## src/rtl/cpu_dbg_pkg.sv

```systemverilog
// Shared definitions for the CPU run/halt/step debug controller.
package cpu_dbg_pkg;

    localparam int PC_W_DEF = 32;

    typedef enum logic [1:0] {
        ST_HALT  = 2'd0,
        ST_RUN   = 2'd1,
        ST_STEP  = 2'd2,
        ST_BREAK = 2'd3
    } run_state_e;

endpackage

```

## src/rtl/btn_debounce.sv

```systemverilog
// Push-button conditioner: 2-FF synchronizer, stability counter and a
// one-clk pulse when the debounced level rises.
module btn_debounce #(
    parameter int DB_LEN = 1_000_000
) (
    input  logic clk,
    input  logic rstn,
    input  logic btn_i,
    output logic level_o,
    output logic rise_o
);

    localparam int CNT_W = $clog2(DB_LEN);

    logic [1:0]       r_sync;
    logic [CNT_W-1:0] r_cnt;
    logic             r_level;
    logic             r_rise;
    logic             w_btn;

    assign w_btn = r_sync[1];

    // NOTE: async reset in the sensitivity list, and <= for every register so
    // all of them sample the pre-edge values of each other.
    always_ff @(posedge clk or negedge rstn) begin
        if (!rstn) begin
            r_sync  <= '0;
            r_cnt   <= '0;
            r_level <= 1'b0;
            r_rise  <= 1'b0;
        end else begin
            r_sync <= {r_sync[0], btn_i};
            r_rise <= 1'b0;
            if (w_btn == r_level) begin
                r_cnt <= '0;
            end else if (r_cnt == CNT_W'(DB_LEN - 1)) begin
                // DB_LEN consecutive samples disagreed with the held level
                r_cnt   <= '0;
                r_level <= w_btn;
                r_rise  <= w_btn;
            end else begin
                r_cnt <= r_cnt + 1'b1;
            end
        end
    end

    assign level_o = r_level;
    assign rise_o  = r_rise;

endmodule

```

## src/rtl/cpu_run_ctrl.sv

```systemverilog
// Run/halt/single-step controller: gates the divider tick into the CPU clock
// enable, with a fetch-PC breakpoint and a retired-step counter.
module cpu_run_ctrl
    import cpu_dbg_pkg::*;
#(
    parameter int DB_LEN = 1_000_000,
    parameter int PC_W   = PC_W_DEF
) (
    input  logic            clk,
    input  logic            rstn,
    input  logic            tick,
    input  logic            run_sw,
    input  logic            step_btn,
    input  logic            bp_en,
    input  logic [PC_W-1:0] bp_addr,
    input  logic [PC_W-1:0] pc_if,
    input  logic            clr_cnt,
    output logic            cpu_ce,
    output logic            halted,
    output logic            bp_hit,
    output logic [1:0]      state_o,
    output logic [31:0]     step_cnt
);

    logic [1:0]  r_run_sync;
    run_state_e  r_state;
    logic        r_skip_bp;
    logic [31:0] r_step_cnt;
    logic        w_run;
    logic        w_step_p;
    logic        w_stop;
    logic        w_unused_db_level;

    btn_debounce #(.DB_LEN(DB_LEN)) u_step_db (
        .clk     (clk),
        .rstn    (rstn),
        .btn_i   (step_btn),
        .level_o (w_unused_db_level),
        .rise_o  (w_step_p)
    );

    assign w_run = r_run_sync[1];

    // NOTE: every output gets a value on every path, so no latch is inferred.
    always_comb begin
        w_stop = bp_en && (pc_if == bp_addr) && !r_skip_bp;
        case (r_state)
            ST_RUN:  cpu_ce = tick && !w_stop;
            ST_STEP: cpu_ce = tick;
            default: cpu_ce = 1'b0;
        endcase
    end

    always_ff @(posedge clk or negedge rstn) begin
        if (!rstn) begin
            r_run_sync <= '0;
            r_state    <= ST_HALT;
            r_skip_bp  <= 1'b0;
        end else begin
            r_run_sync <= {r_run_sync[0], run_sw};
            case (r_state)
                ST_HALT: begin
                    if (w_step_p) begin
                        r_state <= ST_STEP;
                    end else if (w_run) begin
                        r_state   <= ST_RUN;
                        r_skip_bp <= 1'b1;
                    end
                end
                ST_RUN: begin
                    // Resuming on the breakpoint PC lets exactly one fetch through
                    if (cpu_ce) r_skip_bp <= 1'b0;
                    if (tick && w_stop) r_state <= ST_BREAK;
                    else if (!w_run)    r_state <= ST_HALT;
                end
                ST_STEP: begin
                    if (tick) r_state <= ST_HALT;
                end
                ST_BREAK: begin
                    if (w_step_p)    r_state <= ST_STEP;
                    else if (!w_run) r_state <= ST_HALT;
                end
                default: r_state <= ST_HALT;
            endcase
        end
    end

    always_ff @(posedge clk or negedge rstn) begin
        if (!rstn)        r_step_cnt <= '0;
        else if (clr_cnt) r_step_cnt <= '0;
        else if (cpu_ce)  r_step_cnt <= r_step_cnt + 32'd1;
    end

    assign halted   = (r_state == ST_HALT) || (r_state == ST_BREAK);
    assign bp_hit   = (r_state == ST_BREAK);
    assign state_o  = r_state;
    assign step_cnt = r_step_cnt;

endmodule
```

## config.mk

```make
export PLATFORM = sky130hd
export DESIGN_NAME = cpu_run_ctrl
export DESIGN_NICKNAME = d
export VERILOG_FILES = /design/src/rtl/cpu_dbg_pkg.sv /design/src/rtl/btn_debounce.sv /design/src/rtl/cpu_run_ctrl.sv
export SDC_FILE = /design/constraint.sdc
export NUM_CORES = 1
export LEC_CHECK = 0
export CAP_MARGIN = 10
export CORE_ASPECT_RATIO = 0.5
export CORE_MARGIN = 2
export CORE_UTILIZATION = 25
export CTS_BUF_LIST = sky130_fd_sc_hd__clkbuf_8 sky130_fd_sc_hd__clkbuf_16
export CTS_CLUSTER_DIAMETER = 80
export DETAILED_ROUTE_END_ITERATION = 8
export HOLD_SLACK_MARGIN = 0.03
export PLACE_DENSITY = 0.53
export SYNTH_ARGS = -nofsm -noshare
export SYNTH_HDL_FRONTEND = slang
export SYNTH_SLANG_ARGS = --single-unit
export TNS_END_PERCENT = 50
```

## constraint.sdc

```tcl
create_clock -name clk -period 2.6 [get_ports clk]
set_clock_uncertainty 0.05 [all_clocks]
set_input_delay 0.26 -clock clk [delete_from_list [all_inputs] [get_ports clk]]
set_output_delay 0.26 -clock clk [all_outputs]
set_load 0.05 [all_outputs]
```

# ---- Word-level counts from Yosys, hierarchy flattened
# Cells that the tools add are included.
dict set report classes {
  addsub 2
  multipliers 0
  n_div 0
  n_lt_le_gt_ge 0
  eq_ne 11
  n_shift 0
  n_mux 18
  n_bitwise 1
  n_reduce_logical 13
}
# cell n
set ops {}
lappend ops {{32-bit 2-to-1 mux} 2}
lappend ops {{20-bit 2-to-1 mux} 2}
lappend ops {{32-bit by 1-bit adder with 32-bit output, second input constant} 1}
lappend ops {{32-bit == test} 1}
lappend ops {{20-bit by 1-bit adder with 20-bit output, second input constant} 1}
lappend ops {{20-bit == test, second input constant} 1}
lappend ops {{2-bit 2-to-1 mux} 6}
lappend ops {{2-bit != test, second input constant} 4}
lappend ops {{2-bit one-hot mux with 4 select lines} 1}
lappend ops {{1-bit 2-to-1 mux} 5}
lappend ops {{2-bit == test, second input constant} 2}
lappend ops {{1-bit logical AND} 4}
lappend ops {{1-bit one-hot mux with 2 select lines} 2}
lappend ops {{2-bit AND reduction} 2}
lappend ops {{4-bit AND reduction} 1}
lappend ops {{2-bit nonzero test} 2}
lappend ops {{3-bit by 2-bit != test with 1-bit output, second input constant} 1}
lappend ops {{2-bit by 1-bit == test with 1-bit output, second input constant} 1}
lappend ops {{1-bit logical NOT} 2}
lappend ops {{2-bit logical NOT} 1}
lappend ops {{1-bit == test} 1}
lappend ops {{1-bit logical OR} 1}
lappend ops {{1-bit NOT} 1}
dict set report totals {
  regBits 61
  latchBits 0
  ramBits 0
  mem_bits_ro 0
  out_inout_bits 37
  word_cells 53
  mem_count 0
}

# ---- Longest topological paths before layout
dict set report depth {
  word_depth 8
  ltp_mapped 9
}

# ---- By module
# Synthesis repeated with hierarchy kept, for this count alone.
dict set report unflattened {
  hier_cells 394
  hier_area_um2 3614.7
}
# mod n_inst cells_per_inst area_per_inst_um2 seq_area_each_um2
set by_module_without_submodules {}
lappend by_module_without_submodules {cpu_run_ctrl 1 284 2477.4 925.9}
lappend by_module_without_submodules {btn_debounce 1 110 1137.3 600.6}

# ---- Worst setup path after synthesis
# No wires, ideal clock.
dict set report synth_timing {
  path_type {flip-flop to output port}
  from {register r_state[0] (netlist: state_o[0])}
  to {output port cpu_ce}
  arrival_time_ns 2.270
  required_ns 2.290
  slack_ns 0.020
  stages_incl_launch_ff 6
  cell_sequence {dfrtp_1 inv_1 ha_1 o211ai_1 clkbuf_1 nor2_1}
}
dict set report synth_between {
  elab_chain_cells 2
  word_cells_on_any_way 3
  cone_classes {eq/ne: 2; mux: 1}
}
# element line_no
set synth_rtl {}
lappend synth_rtl {{start: declaration} cpu_run_ctrl.sv:26} ;# run_state_e r_state;
lappend synth_rtl {{start signal: assignment} cpu_run_ctrl.sv:57} ;# r_state <= ST_HALT;
lappend synth_rtl {{start signal: assignment} cpu_run_ctrl.sv:64} ;# r_state <= ST_STEP;
lappend synth_rtl {{start signal: assignment} cpu_run_ctrl.sv:66} ;# r_state <= ST_RUN;
lappend synth_rtl {{2-bit == test / 2-bit by 1-bit == test with 1-bit output (equally long branches)} cpu_run_ctrl.sv:47} ;# case (r_state)
lappend synth_rtl {{1-bit one-hot mux with 2 select lines (*)} cpu_run_ctrl.sv:47}
lappend synth_rtl {{end: declaration} cpu_run_ctrl.sv:18} ;# output logic cpu_ce,
# Every way passes the cells marked *; elsewhere a longest branch is shown, timed or not.

# ---- Worst setup path in the final report
dict set report layout_timing {
  from {input port pc_if[17]}
  to {output port cpu_ce}
}
dict set report layout_between {
  elab_chain_cells 6
}
# element line_no
set layout_rtl {}
lappend layout_rtl {{start: declaration} cpu_run_ctrl.sv:16} ;# input logic [PC_W-1:0] pc_if,
lappend layout_rtl {{32-bit == test} cpu_run_ctrl.sv:46} ;# w_stop = bp_en && (pc_if == bp_addr) && !r_skip_bp;
lappend layout_rtl {{1-bit logical AND (2 in series)} cpu_run_ctrl.sv:46}
lappend layout_rtl {{1-bit logical NOT} cpu_run_ctrl.sv:48} ;# ST_RUN: cpu_ce = tick && !w_stop;
lappend layout_rtl {{1-bit logical AND} cpu_run_ctrl.sv:48}
lappend layout_rtl {{1-bit one-hot mux with 2 select lines} cpu_run_ctrl.sv:47}
# No other way between the ends.

==> flow_summary.toml <==
[die]
fp.dieW_um = 178
initial_core_util_pct = 25.8
rows = 31
dieArea_mm2 = 0.0161
die_h_um = 90.8
core_region_area_mm2 = 0.0146
io_pins = 108

[sta]
slew_headroom_pct = 53.4
rsz0062_at_grt = "no"
fin_setup_tns_ns = 0
max_freq_mhz = 412
fin_crit_sh_pct = 93.3
tightest_slew_ns = 0.698
period_minus_slack_ns = 2.43
hold_viol_final = 0
drv_slew = 0
setup_violations = 0

[placement]
port_buffers = 107
routabilityCongestion = 0.750
place_hpwl_um = 7400

[synth]
synth-xor-area-share_pct = 12.1
ys_types = 58
avgSynthCellArea_um2 = 9.59
synthAdderAreaFrac_pct = 1.99
synth_edf_count = 0
synth-compound-area-share_pct = 10.4
yosys-top-cells-area = "dfrtp_1 41%, xnor2_1 8.6%, nor2_1 3.7%, xor2_1 3.5%, nand3_1 3.2%"
synth_top_area_cell = "dfrtp_1"
async_flop_share_pct = 100
synth_top_area_share_pct = 40.5
yosysSeqAreaShare_pct = 40.5
yosys-top-cells-count = "61 x dfrtp_1, 37 x nor2_1, 37 x xnor2_1"
syn_inst = 393
synth_top_family_by_area = "simple AND/OR/NAND/NOR gates"
yosys.area_share.simple_pct = 27.7
syn_nets = 470
post-synth-top-count-cell = "dfrtp_1"
ys_warn_count = 0
synth_top_flop_cell = "dfrtp_1"
synth.cell_area_mm2 = 0.00377
synthMuxAreaShare_pct = 3.19
synth_seq_cells = 61

[worst_setup_path]
path_cells = "clkdlybuf4s50_1 -> xnor2_1 -> nand4_1 -> nor4_2 -> and4b_1 -> buf_12 -> nor2_1 -> buf_4"
ff2ff_setup_slack_ns = 0.36
startpoint = "pc_if[17]"
end_kind = "primary output"
worstRegToRegCells = 8
crit_slowest_cell = "clkdlybuf4s50_1"
arrival_ns = 2.12
cp_max_fo = 37
path_class = "in2out"
r2r_start = "step_cnt[0]"
critPathMaxStageDelay_ns = 0.47
startpoint_type = "primary input"
cp.required_ns = 2.29
r2r-end = "step_cnt[28]"

[detailed_routing]
vias = 3285
detail-route-antenna-nets = 0
drt_iter0_markers = 196
postRouteWirelength_um = 9930
routed_via_density = 4.63
dr.pass1.iters = 4
drc = 0
wire_per_inst_um = 14.0

[power_and_ir_drop]
pwr-share-comb_pct = 15.1
p_sw_uw = 643
swShare_pct = 23.9
ir_drop_mv = 0.280
leakage_uw = 0.00211
power_density_mw_per_mm2 = 498
power_uw = 2690
p_clk_share_pct = 48.4
p_int_uw = 2050
seqPwrFrac_pct = 36.5

[cells_and_area]
nNetsFinal = 583
drive_gt1_share_pct = 11.2
area_delta_synth_final_pct = 43.5
n_antenna_cell = 0
nFillCells = 1482

[cts]
cts_tree = "yes"
clock_sinks = 61
clk_pin_slew_ns = 0.05
clk_latency_ns = 0.32
cts_buffer_depth = 2
cts_resized = 0
holdBufCountCts = 1
root_buffer = "clkbuf_16"
cts_buffers = 9
h-tree-depth = 3
postCtsSetupBuffers = 0

[global_routing]
grt_max_degree = 38
antenna_found_initial = 0
use_met2_pct = 20.9
grtUsageMet3_pct = 2.95
busiest_layer = "met2"
grt_overflow = 0
grtUsageTotal_pct = 12.8
grt_pass1_wl_um = 16600
first_global_vias = 3182
grtUsageMet1_pct = 17.4

[hold_path]
worst_hold_path_type = "reg2reg"
holdPathStages = 0
hp-start = "u_step_db.r_sync[0]"
min_to = "u_step_db.r_sync[1]"

[run]
maxCapViolations = 0

[outcome]
status = "finished clean"
-- registers in the layout, summed over array words and instances, names as in the netlist --
| register | cells |
|---|---|
| r_run_sync | 2 |
| r_skip_bp | 1 |
| state_o | 2 |
| step_cnt | 32 |
| u_step_db.level_o | 1 |
| u_step_db.r_cnt | 20 |
| u_step_db.r_sync | 2 |
| u_step_db.rise_o | 1 |
-- cells by family after synthesis --
kind of cell / Yosys count
simple gates: 181
flops: 61
compound gates: 57
xor+xnor: 52
buf+inv: 26
mux: 10
fa+ha+maj: 6
-- worst max-delay path by stage --
stage	to	slack [ns]	cells after the start
finish	cpu_ce	0.17	8
global route	cpu_ce	0.05	8
CTS	cpu_ce	0.15	8
detailed placement	step_cnt[13]	0.11	9
global placement	step_cnt[10]	0.16	10
floorplan	cpu_ce	0.02	5
-- placed cells by master (no fill, tap or decap), types with 9 or more instances in the layout --
| cell type | count |
|---|---|
| xor2_1 | 15 |
| o41ai_1 | 9 |
| buf_4 | 11 |
| nor2_1 | 37 |
| xnor2_1 | 37 |
| nand2_1 | 28 |
| dfrtp_1 | 61 |
| nor2b_1 | 9 |
| clkbuf_16 | 9 |
| inv_1 | 9 |
| nand3_1 | 24 |
| a21oi_1 | 17 |
| clkdlybuf4s50_1 | 105 |
| nand4_1 | 15 |
-- worst max-delay path, delay by kind of cell --
kind	cells	cell delay, ns
buffers and inverters	3	0.86
and+or+nand+nor	4	0.87
xor gates and xnor gates	1	0.12
-- power groups by stage --
stage / registers, µW / logic [µW] / clock network (µW)
after global routing: 986 / 439 / 1390
after floorplan: 1020 / 178 / 0
final: 984 / 405 / 1300
after detailed placement: 1000 / 407 / 0
after CTS: 984 / 410 / 1340
after global placement: 1000 / 406 / 0
-- cell type report --
class	count	area [µm²]	area share [%]
flip-flops and latches	61	1530	28.2
inverters	8	30.0	0.555
repair buffers	120	1190	22.0
well taps	198	248	4.58
clock inverters	5	73.8	1.37
multi-input cells	306	2090	38.6
clock buffers	11	253	4.67
-- stage by stage --
stage / util (%) / hold slack, ns / setup WS (ns) / instance area [µm²] / cells
floorplan: - / -0.0856 / 0.0196 / 3770 / 393
global placement: 34.8 / 0.283 / 0.160 / 5070 / 692
detailed placement: 34.8 / 0.286 / 0.113 / 5070 / 692
CTS: 37.1 / 0.298 / 0.146 / 5410 / 709
global route: 37.1 / 0.314 / 0.0453 / 5410 / 709
finish: 37.1 / 0.294 / 0.174 / 5410 / 709
-- routing by layer --
| layer | part of all wire [%] | vias to the layer above |
|---|---|---|
| met3 | 2.9 | 6 |
| met1 | 49 | 1580 |
| met4 | 0.70 | 0 |
| met5 | 0 | - |
| li1 | - | 1663 |
| met2 | 48 | 36 |
Power figures use the tool's default switching activity.
